--- src/rtl/fetch_pkg.sv ---
// fetch_pkg
//   Shared defaults and constants for the instruction-fetch stage.
//   Contents:
//     DEFAULT_ADDR_W / DEFAULT_DATA_W : default address / instruction widths
//     DEFAULT_RESET_PC                : PC loaded on reset
//     INSTR_NOP                       : canonical MIPS no-op encoding
//     PC_STEP                         : byte distance between sequential fetches
//     ptr_w()                         : pointer width for a queue of a given depth
package fetch_pkg;

    localparam int          DEFAULT_ADDR_W   = 32;
    localparam int          DEFAULT_DATA_W   = 32;
    localparam logic [31:0] DEFAULT_RESET_PC = 32'h0000_3000;
    localparam logic [31:0] INSTR_NOP        = 32'h0000_0000;
    localparam int          PC_STEP          = 4;

    // A depth of 1 would give $clog2 == 0; keep at least one pointer bit.
    function automatic int ptr_w(input int depth);
        return (depth > 1) ? $clog2(depth) : 1;
    endfunction

endpackage

--- src/rtl/fetch_fifo.sv ---
// fetch_fifo
//   Synchronous DEPTH-entry FIFO of {pc, instr} pairs. DEPTH need not be a
//   power of two; pointers wrap explicitly at DEPTH-1.
//   Ports:
//     clk, reset          : rising-edge clock, synchronous active-high reset
//     flush               : drop all entries (pointers and count to zero)
//     push, push_pc/instr : write one entry at the tail
//     pop                 : retire the head entry (ignored when empty)
//     head_pc, head_instr : head entry contents (stale when empty)
//     count               : number of valid entries
//     valid               : queue holds at least one entry
//   Storage is not reset; only pointers and count are.
module fetch_fifo
    import fetch_pkg::*;
#(
    parameter int ADDR_W = DEFAULT_ADDR_W,
    parameter int DATA_W = DEFAULT_DATA_W,
    parameter int DEPTH  = 4
) (
    input  logic                       clk,
    input  logic                       reset,
    input  logic                       flush,
    input  logic                       push,
    input  logic [ADDR_W-1:0]          push_pc,
    input  logic [DATA_W-1:0]          push_instr,
    input  logic                       pop,
    output logic [ADDR_W-1:0]          head_pc,
    output logic [DATA_W-1:0]          head_instr,
    output logic [$clog2(DEPTH+1)-1:0] count,
    output logic                       valid
);

    localparam int CNT_W = $clog2(DEPTH + 1);
    localparam int PTR_W = ptr_w(DEPTH);

    logic [ADDR_W-1:0] pc_mem    [DEPTH];
    logic [DATA_W-1:0] instr_mem [DEPTH];
    logic [PTR_W-1:0]  head;
    logic [PTR_W-1:0]  tail;
    logic              pop_eff;

    function automatic logic [PTR_W-1:0] ptr_inc(input logic [PTR_W-1:0] p);
        return (p == PTR_W'(DEPTH - 1)) ? '0 : p + PTR_W'(1);
    endfunction

    assign valid      = (count != '0);
    assign pop_eff    = pop && valid;
    assign head_pc    = pc_mem[head];
    assign head_instr = instr_mem[head];

    always_ff @(posedge clk) begin
        if (reset || flush) begin
            head  <= '0;
            tail  <= '0;
            count <= '0;
        end else begin
            if (push) begin
                tail <= ptr_inc(tail);
            end
            if (pop_eff) begin
                head <= ptr_inc(head);
            end
            case ({push, pop_eff})
                2'b10:   count <= count + CNT_W'(1);
                2'b01:   count <= count - CNT_W'(1);
                default: count <= count;
            endcase
            // The issue rule upstream must never let a push land on a full queue.
            if (push && !pop_eff) begin
                assert (count != CNT_W'(DEPTH));
            end
        end
    end

    always_ff @(posedge clk) begin
        if (push) begin
            pc_mem[tail]    <= push_pc;
            instr_mem[tail] <= push_instr;
        end
    end

endmodule

--- src/rtl/fetch_queue_unit.sv ---
// fetch_queue_unit
//   MIPS instruction-fetch stage: owns the PC, issues one request per cycle
//   to a 1-cycle-latency instruction memory, buffers responses with their PC
//   in a DEPTH-entry queue and hands them to decode.
//   Ports:
//     clk, reset            : rising-edge clock, synchronous active-high reset
//     redirect, redirect_pc : flush everything, restart at redirect_pc & ~3
//     imem_req, imem_addr   : fetch request and its word-aligned address
//     imem_rdata            : instruction for the previous cycle's request
//     out_valid, out_ready  : decode handshake
//     out_instr, out_pc     : head instruction and its PC
//     out_pc4               : out_pc + 4 (wrapping)
//     count                 : valid queue entries
//   Optional build macro: FETCH_BYPASS_EN -- when the queue is empty a
//   returning response is presented to decode in the same cycle.
//
//   Handshake: an entry transfers on a rising edge where out_valid and
//   out_ready are both high; out_valid never depends on out_ready, and the
//   head stays stable while out_valid is high and out_ready is low.
module fetch_queue_unit
    import fetch_pkg::*;
#(
    parameter int                ADDR_W   = DEFAULT_ADDR_W,
    parameter int                DATA_W   = DEFAULT_DATA_W,
    parameter int                DEPTH    = 4,
    parameter logic [ADDR_W-1:0] RESET_PC = ADDR_W'(DEFAULT_RESET_PC)
) (
    input  logic                       clk,
    input  logic                       reset,
    input  logic                       redirect,
    input  logic [ADDR_W-1:0]          redirect_pc,
    output logic                       imem_req,
    output logic [ADDR_W-1:0]          imem_addr,
    input  logic [DATA_W-1:0]          imem_rdata,
    output logic                       out_valid,
    input  logic                       out_ready,
    output logic [DATA_W-1:0]          out_instr,
    output logic [ADDR_W-1:0]          out_pc,
    output logic [ADDR_W-1:0]          out_pc4,
    output logic [$clog2(DEPTH+1)-1:0] count
);

    localparam int CNT_W = $clog2(DEPTH + 1);

    logic [ADDR_W-1:0] fetch_pc;
    logic [ADDR_W-1:0] resp_pc;
    logic              inflight;
    logic              pop;
    logic              push;
    logic              fifo_valid;
    logic              bypass_active;
    logic [ADDR_W-1:0] head_pc;
    logic [DATA_W-1:0] head_instr;
    logic [CNT_W:0]    occupancy;

`ifdef FETCH_BYPASS_EN
    // Empty queue and a live response: show it to decode directly.
    assign bypass_active = inflight && (count == '0) && !redirect;
`else
    assign bypass_active = 1'b0;
`endif

    assign out_valid = !reset && (fifo_valid || bypass_active);
    assign out_instr = bypass_active ? imem_rdata : head_instr;
    assign out_pc    = bypass_active ? resp_pc    : head_pc;
    assign out_pc4   = out_pc + ADDR_W'(PC_STEP);
    assign pop       = out_valid && out_ready;

    // Slots already claimed (queued + in flight) minus the one freed by a
    // same-cycle pop; issuing only below DEPTH guarantees no overflow.
    assign occupancy = {1'b0, count} + {{CNT_W{1'b0}}, inflight} - {{CNT_W{1'b0}}, pop};
    assign imem_req  = !reset && !redirect && (occupancy < (CNT_W + 1)'(DEPTH));
    assign imem_addr = fetch_pc;

    // A bypassed response that decode takes never enters the queue.
    assign push = inflight && !reset && !redirect && !(bypass_active && out_ready);

    always_ff @(posedge clk) begin
        if (reset) begin
            fetch_pc <= RESET_PC;
            resp_pc  <= RESET_PC;
            inflight <= 1'b0;
        end else if (redirect) begin
            fetch_pc <= redirect_pc & ~ADDR_W'(3);
            inflight <= 1'b0;
        end else if (imem_req) begin
            fetch_pc <= fetch_pc + ADDR_W'(PC_STEP);
            resp_pc  <= fetch_pc;
            inflight <= 1'b1;
        end else begin
            inflight <= 1'b0;
        end
    end

    fetch_fifo #(
        .ADDR_W (ADDR_W),
        .DATA_W (DATA_W),
        .DEPTH  (DEPTH)
    ) u_fifo (
        .clk        (clk),
        .reset      (reset),
        .flush      (redirect),
        .push       (push),
        .push_pc    (resp_pc),
        .push_instr (imem_rdata),
        .pop        (pop && !bypass_active),
        .head_pc    (head_pc),
        .head_instr (head_instr),
        .count      (count),
        .valid      (fifo_valid)
    );

endmodule
--- config.mk ---
export PLATFORM = sky130hd
export DESIGN_NAME = fetch_queue_unit
export DESIGN_NICKNAME = d
export VERILOG_FILES = /design/src/rtl/fetch_pkg.sv /design/src/rtl/fetch_fifo.sv /design/src/rtl/fetch_queue_unit.sv
export SDC_FILE = /design/constraint.sdc
export NUM_CORES = 1
export LEC_CHECK = 0
export CAP_MARGIN = 10
export CELL_PAD_IN_SITES_DETAIL_PLACEMENT = 2
export CELL_PAD_IN_SITES_GLOBAL_PLACEMENT = 2
export CORE_MARGIN = 2
export CORE_UTILIZATION = 39
export CTS_BUF_LIST = sky130_fd_sc_hd__clkbuf_2 sky130_fd_sc_hd__clkbuf_4 sky130_fd_sc_hd__clkbuf_8
export CTS_CLUSTER_SIZE = 14
export DETAILED_ROUTE_END_ITERATION = 12
export HOLD_SLACK_MARGIN = 0.12
export PLACE_DENSITY_LB_ADDON = 0.08
export SLEW_MARGIN = 20
export SYNTH_ARGS = -nofsm -noshare
export SYNTH_HDL_FRONTEND = slang
export SYNTH_SLANG_ARGS = --single-unit
--- constraint.sdc ---
create_clock -name clk -period 4.15 [get_ports clk]
set_clock_uncertainty 0.1 [all_clocks]
set_input_delay 0.415 -clock clk [delete_from_list [all_inputs] [get_ports clk]]
set_output_delay 0.415 -clock clk [all_outputs]
set_load 0.01 [all_outputs]
# --- Word level (Yosys, flattened, before mapping) ---
# Memories as Yosys holds them, arrays and structs flattened. A register that Yosys moved wholly into a read port is not among the register bits.
# Index checks and enable logic that the tools add are counted.
# W data, S select, Z words.
totals:
  memories: 2
  regBits: 72
  mem_bits_rw: 256
memory_table:
  columns: ["name", "words", "width", "read_ports", "rd_clocked_by_memory_dff", "wr", "line", "rtl"]
  rows:
  - ["u_fifo.instr_mem", 4, 32, 1, 1, 1, "fetch_fifo.sv:37", "logic [DATA_W-1:0] instr_mem [DEPTH];"]
  - ["u_fifo.pc_mem", 4, 32, 1, 1, 1, "fetch_fifo.sv:36", "logic [ADDR_W-1:0] pc_mem [DEPTH];"]
classes:
  n_reduce_logical: 15
  bitwise_logic: 1
  mux: 12
  addsub: 8
  n_lt_le_gt_ge: 1
  n_eq_ne: 4
op_table:
  columns: ["op", "n"]
  rows:
  - ["$add A32 B3 Y32 const B", 2]
  - ["$mux W32", 2]
  - ["$mux W2", 6]
  - ["$logic_and A1 B1 Y1", 7]
  - ["$eq A2 B2 Y1 const B", 3]
  - ["$pmux W3 S2", 1]
  - ["$add A2 B1 Y2 const B", 2]
  - ["$add A3 B1 Y4", 1]
  - ["$lt A4 B3 Y1 const B", 1]
  - ["$reduce_bool A2 Y1", 2]
  - ["$sub A4 B1 Y4", 1]
  - ["$add A3 B1 Y3 const B", 1]
  - ["$mux W1", 3]
  - ["$reduce_bool A3 Y1", 1]
  - ["$sub A3 B1 Y3 const B", 1]
  - ["$eq A2 B1 Y1 const B", 1]
  - ["$logic_not A1 Y1", 2]
  - ["$reduce_and A2 Y1", 1]
  - ["$reduce_or A2 Y1", 1]
  - ["$logic_or A1 B1 Y1", 1]
  - ["$not A1 Y1", 1]

# --- Logic depth before layout (Yosys ltp) ---
depth:
  word_depth: 8
  mapped_depth: 14

# --- Hierarchy ---
# From an unflattened synthesis, not the netlist that was laid out.
hier_totals:
  hier_cells: 819
  area_unflattened_um2: 13170.1
by_module_without_submodules:
  columns: ["module", "area_per_inst_um2", "seq_area_each_um2", "n_inst", "cells_each"]
  rows:
  - ["fetch_fifo", 9774.4, 7867.5, 1, 384]
  - ["fetch_queue_unit", 3395.8, 1221.2, 1, 435]

# --- Worst setup path after synthesis ---
# Ideal clock, no wire load.
synth_path:
  path_type: "input to register"
  from: "in reset"
  to: "mem u_fifo.instr_mem[1][0] (netlist name) (enable)"
  stages: 4
  arrival_time_ns: 2.691
  slack_ns: 0.932
  required_ns: 3.623
  n_path_buf: 2
  cell_sequence: "clkbuf_1 -> nor2_1 -> clkbuf_1 -> and3_1"
synth_between:
  elab_chain_len: 5
synth_lines:
  columns: ["item", "line", "rtl"]
  rows:
  - ["start: declaration", "fetch_queue_unit.sv:29", "input logic reset,"]
  - ["$logic_not A1 Y1", "fetch_queue_unit.sv:76", "assign push = inflight && !reset && !redirect && !(bypass_active && out_ready);"]
  - ["$logic_and A1 B1 Y1 (2 in series)", "fetch_queue_unit.sv:76", null]
  - ["$mux W1", "fetch_fifo.sv:76", "if (push) begin"]
  - ["$mux W1 (not written as such)", "fetch_fifo.sv:78", "instr_mem[tail] <= push_instr;"]
  - ["end: declaration", "fetch_fifo.sv:37", null]
# Every way passes these cells.

==> results.md <==
- Area occupied by multi-input gates: 0.00411 mm2
- TritonRoute pass-1 iters: 4
- Fmax: between 200 and 300 MHz
- Number of core rows: 67
- Final Hold Violating Endpoints: 0
- Root Buffer: clkbuf_8
- Global Route Usage Sum: 0.204
- I/O pins: 201
- Seq/Total Area, Yosys: 0.665
- Seq cells post-synth: 318
- Mean Syn Cell Area: 15.3 um2
- Maximum vdd ir drop: 0.212 mV
- Worst R2R Start: u_fifo.count[1]
- Int Power: 0.00541 W
- Initial antenna violation count: 0
- Via count: 8537
- Total gr overflow: 0
- Initial Utilization: 0.397
- Num CTS Buffers: between 50 and 60
- Top cell type's share of synthesized area: 0.560
- Clk Latency, worst-skew pair: 0.58 ns
- Clock network power share: 0.448
- Most used DFF post-synth: edfxtp_1
- # diodes: 0
- Worst setup path class: reg -> out
- Most frequent CP cell: buf_4
- Net load switching power: around 0.0015 W
- Hold path start: redirect_pc[5]
- Combinational share of power: 0.044
- Hold Path Cell Cnt: 3
- Measured slew at the worst slew-check pin: 0.739 ns
- Post-synthesis cell count: slightly below 900
- Crit path cell chain: buf_4 > mux4_1 > nand4_4 > nor4_4 > buf_4 > nand4_1 > xnor2_1 > clkdlybuf4s50_1
- Post-CTS Hold Fix Bufs: 0
- NumNets Final: between 1000 and 1500
- First-pass GRT wire length: 56400 um
- Top cells by count, synth: edfxtp_1, dfxtp_1, mux4_2, nor2_1, nand3_1
- Reg2reg end: resp_pc[2]
- Core box area: roughly 0.034 mm2
- Crit-path max cell delay: 0.62 ns
- Most common cell in the synthesized netlist: edfxtp_1
- Largest net degree at the start of global routing: 66
- Slowest-stage cell, CP: clkdlybuf4s50_1
- CP Max Fanout: 11
- Worst hold endpoint: imem_addr[5]
- Fin. max-slew vios: 0
- Max clock buf depth: 3
- Setup TNS Final: 0 ns
- Number of global-route vias before repair: between 9000 and 10000
- Ys async rst share: 0
- EDFF count, synth: between 200 and 250
- Largest area contributor in the netlist: edfxtp_1
- DP HPWL: 23900 um
- Ys Warns: 0
- Critical Path Start Type: register
- Final ANT Viol Nets: 0
- WL per Instance: around 23 um
- HP Class: in -> reg
- Die width: 189 um
- I/O Buffers: roughly 190
- Area grow syn2layout: 27.4%
- Unrepaired setup endpoints after global routing: no
- Slew margin rel.: 0.507
- CP Capture Type: primary output
- DR DRC count: 0
- Post-DP Area: 0.0157 mm2
- Critical path arrival: 3.44 ns
- Clock sink count: 318
- CTS tree: done
- Gpl congestion: 0.714
- Final Power: 0.00692 W
- Routed WL: 36100 um
- R2R depth: 12
- FF+latch area: 0.00886 mm2
- Ranking of synthesized cells by area: edfxtp_1, dfxtp_1, mux4_2
- Clock-pin slew on the worst setup and hold paths: 0.07 ns
- Max-cap violations: 0
- Worst EP required: 3.63 ns
- Pwr Density: between 400 and 500 mW/mm2
- Leakage power: 5.61 nW
- Final instance area: 0.0169 mm2
- 1st-iter DRT viols: between 400 and 500
- Via/cell ratio: around 5.4
- Die Span Y: 189 um
- Period minus WS final: 3.96 ns
- Cell area after synthesis: 0.0133 mm2
- Die ar.: 0.0356 mm2
- Fillers: around 3200
- Sw Ratio: 0.219
- Layout cells sized above 1: 0.169
- Synth unique cells: 59
- Flop pwr share: 0.508
- Htree depth: 2
- Final setup fails: 0
- Tcrit/Tclk final: 0.954
- R2R Setup Slk: 0.69 ns
- Outcome: completed
[cells in the final DEF (no fill, tap or decap), types with 13 or more instances in the layout]
master / netlist / layout
nand3_1: 43 / 43
a21oi_1: 34 / 34
nor2_1: 45 / 44
clkdlybuf4s50_1: 0 / 191
mux4_2: 51 / 52
clkbuf_4: 0 / 14
a311oi_1: 17 / 17
edfxtp_1: 248 / 248
o21ai_0: 32 / 32
xnor2_1: 23 / 23
inv_1: 21 / 21
buf_4: 10 / 17
nand4_1: 19 / 19
nand2_1: 37 / 37
dfxtp_1: 70 / 67
clkbuf_8: 0 / 61
and3_1: 17 / 13
[cell type report]
type	instances	share of cell area
Timing Repair Buffer	214	0.126
Clock buffer	75	0.0557
Multi-Input combinational cell	472	0.242
Clock inverter	27	0.0151
Tap cell	448	0.0331
Inverter	21	0.00465
Sequential cell	318	0.523
[kinds of logic after synthesis]
family                     after synthesis  share of synthesized area
AOI/OAI and AO/OA                      129                     0.0645
xor gates and xnor gates                31                     0.0204
adders and majority gates               13                     0.0128
buffers and inverters                   84                     0.0307
DFF                                    318                      0.665
muxes                                   67                      0.112
other                                    1                   0.000282
and+or+nand+nor                        226                     0.0943
[state kept, by name, indices dropped and copies added (netlist names), named ones only]
name              count
u_fifo.instr_mem    128
inflight              1
u_fifo.pc_mem       120
u_fifo.count          3
u_fifo.tail           2
resp_pc              30
u_fifo.head           2
imem_addr            30
[per-layer routing]
layer	track usage	routed length, um	up-vias
met2	0.344	17800	225
met1	0.274	16100	4377
met4	0.0556	702	0
li1	-	-	3871
met5	0	0	-
met3	0.0337	1570	64
[power by group through the flow]
stage	Combinational [W]	Sequential, W	Clock (W)
CTS	0.000311	0.00352	0.00318
finish	0.000307	0.00352	0.00310
floorplan	0.000124	0.00357	0
global route	0.000335	0.00352	0.00331
detailed placement	0.000309	0.00358	0
global placement	0.000299	0.00358	0
[critical path: cells and delay by family, from the launching register on]
kind	cells	cell delay, ns
xor+xnor	1	0.21
buf+inv	3	1.14
flops	1	0.49
mux	1	0.43
simple gates	3	0.59
[stage by stage]
step                utilization  worst slack [ns]  hold WS (ns)  instances
CTS                       0.505            0.0268         0.261       1574
finish                    0.505             0.190         0.301       1575
global route              0.505           0.00112         0.281       1575
global placement          0.468             0.625         0.374       1470
floorplan                     -             0.932         0.354        874
detailed placement        0.468             0.486         0.397       1470
[timing repair]
item | 4_1_cts | 5_1_grt
endpoints found under the setup margin | 12 | 4
buffers inserted | 2 | 1
gates cloned | 0 | 0
gates resized for setup | 1 | 3
[worst max-delay path by stage]
stage / cells after the start / slack [ns] / to / start
after global placement: 9 / 0.62 / out_pc4[30] / register
after global routing: 12 / 0.001 / imem_req / u_fifo.count[1]
after CTS: 7 / 0.03 / out_pc4[24] / register
after floorplan: 4 / 0.93 / u_fifo.instr_mem[1][0] / reset
after detailed placement: 7 / 0.49 / out_pc4[30] / register
final: 8 / 0.19 / out_pc4[30] / register
Note: power is estimated with default switching activity, not from simulation.
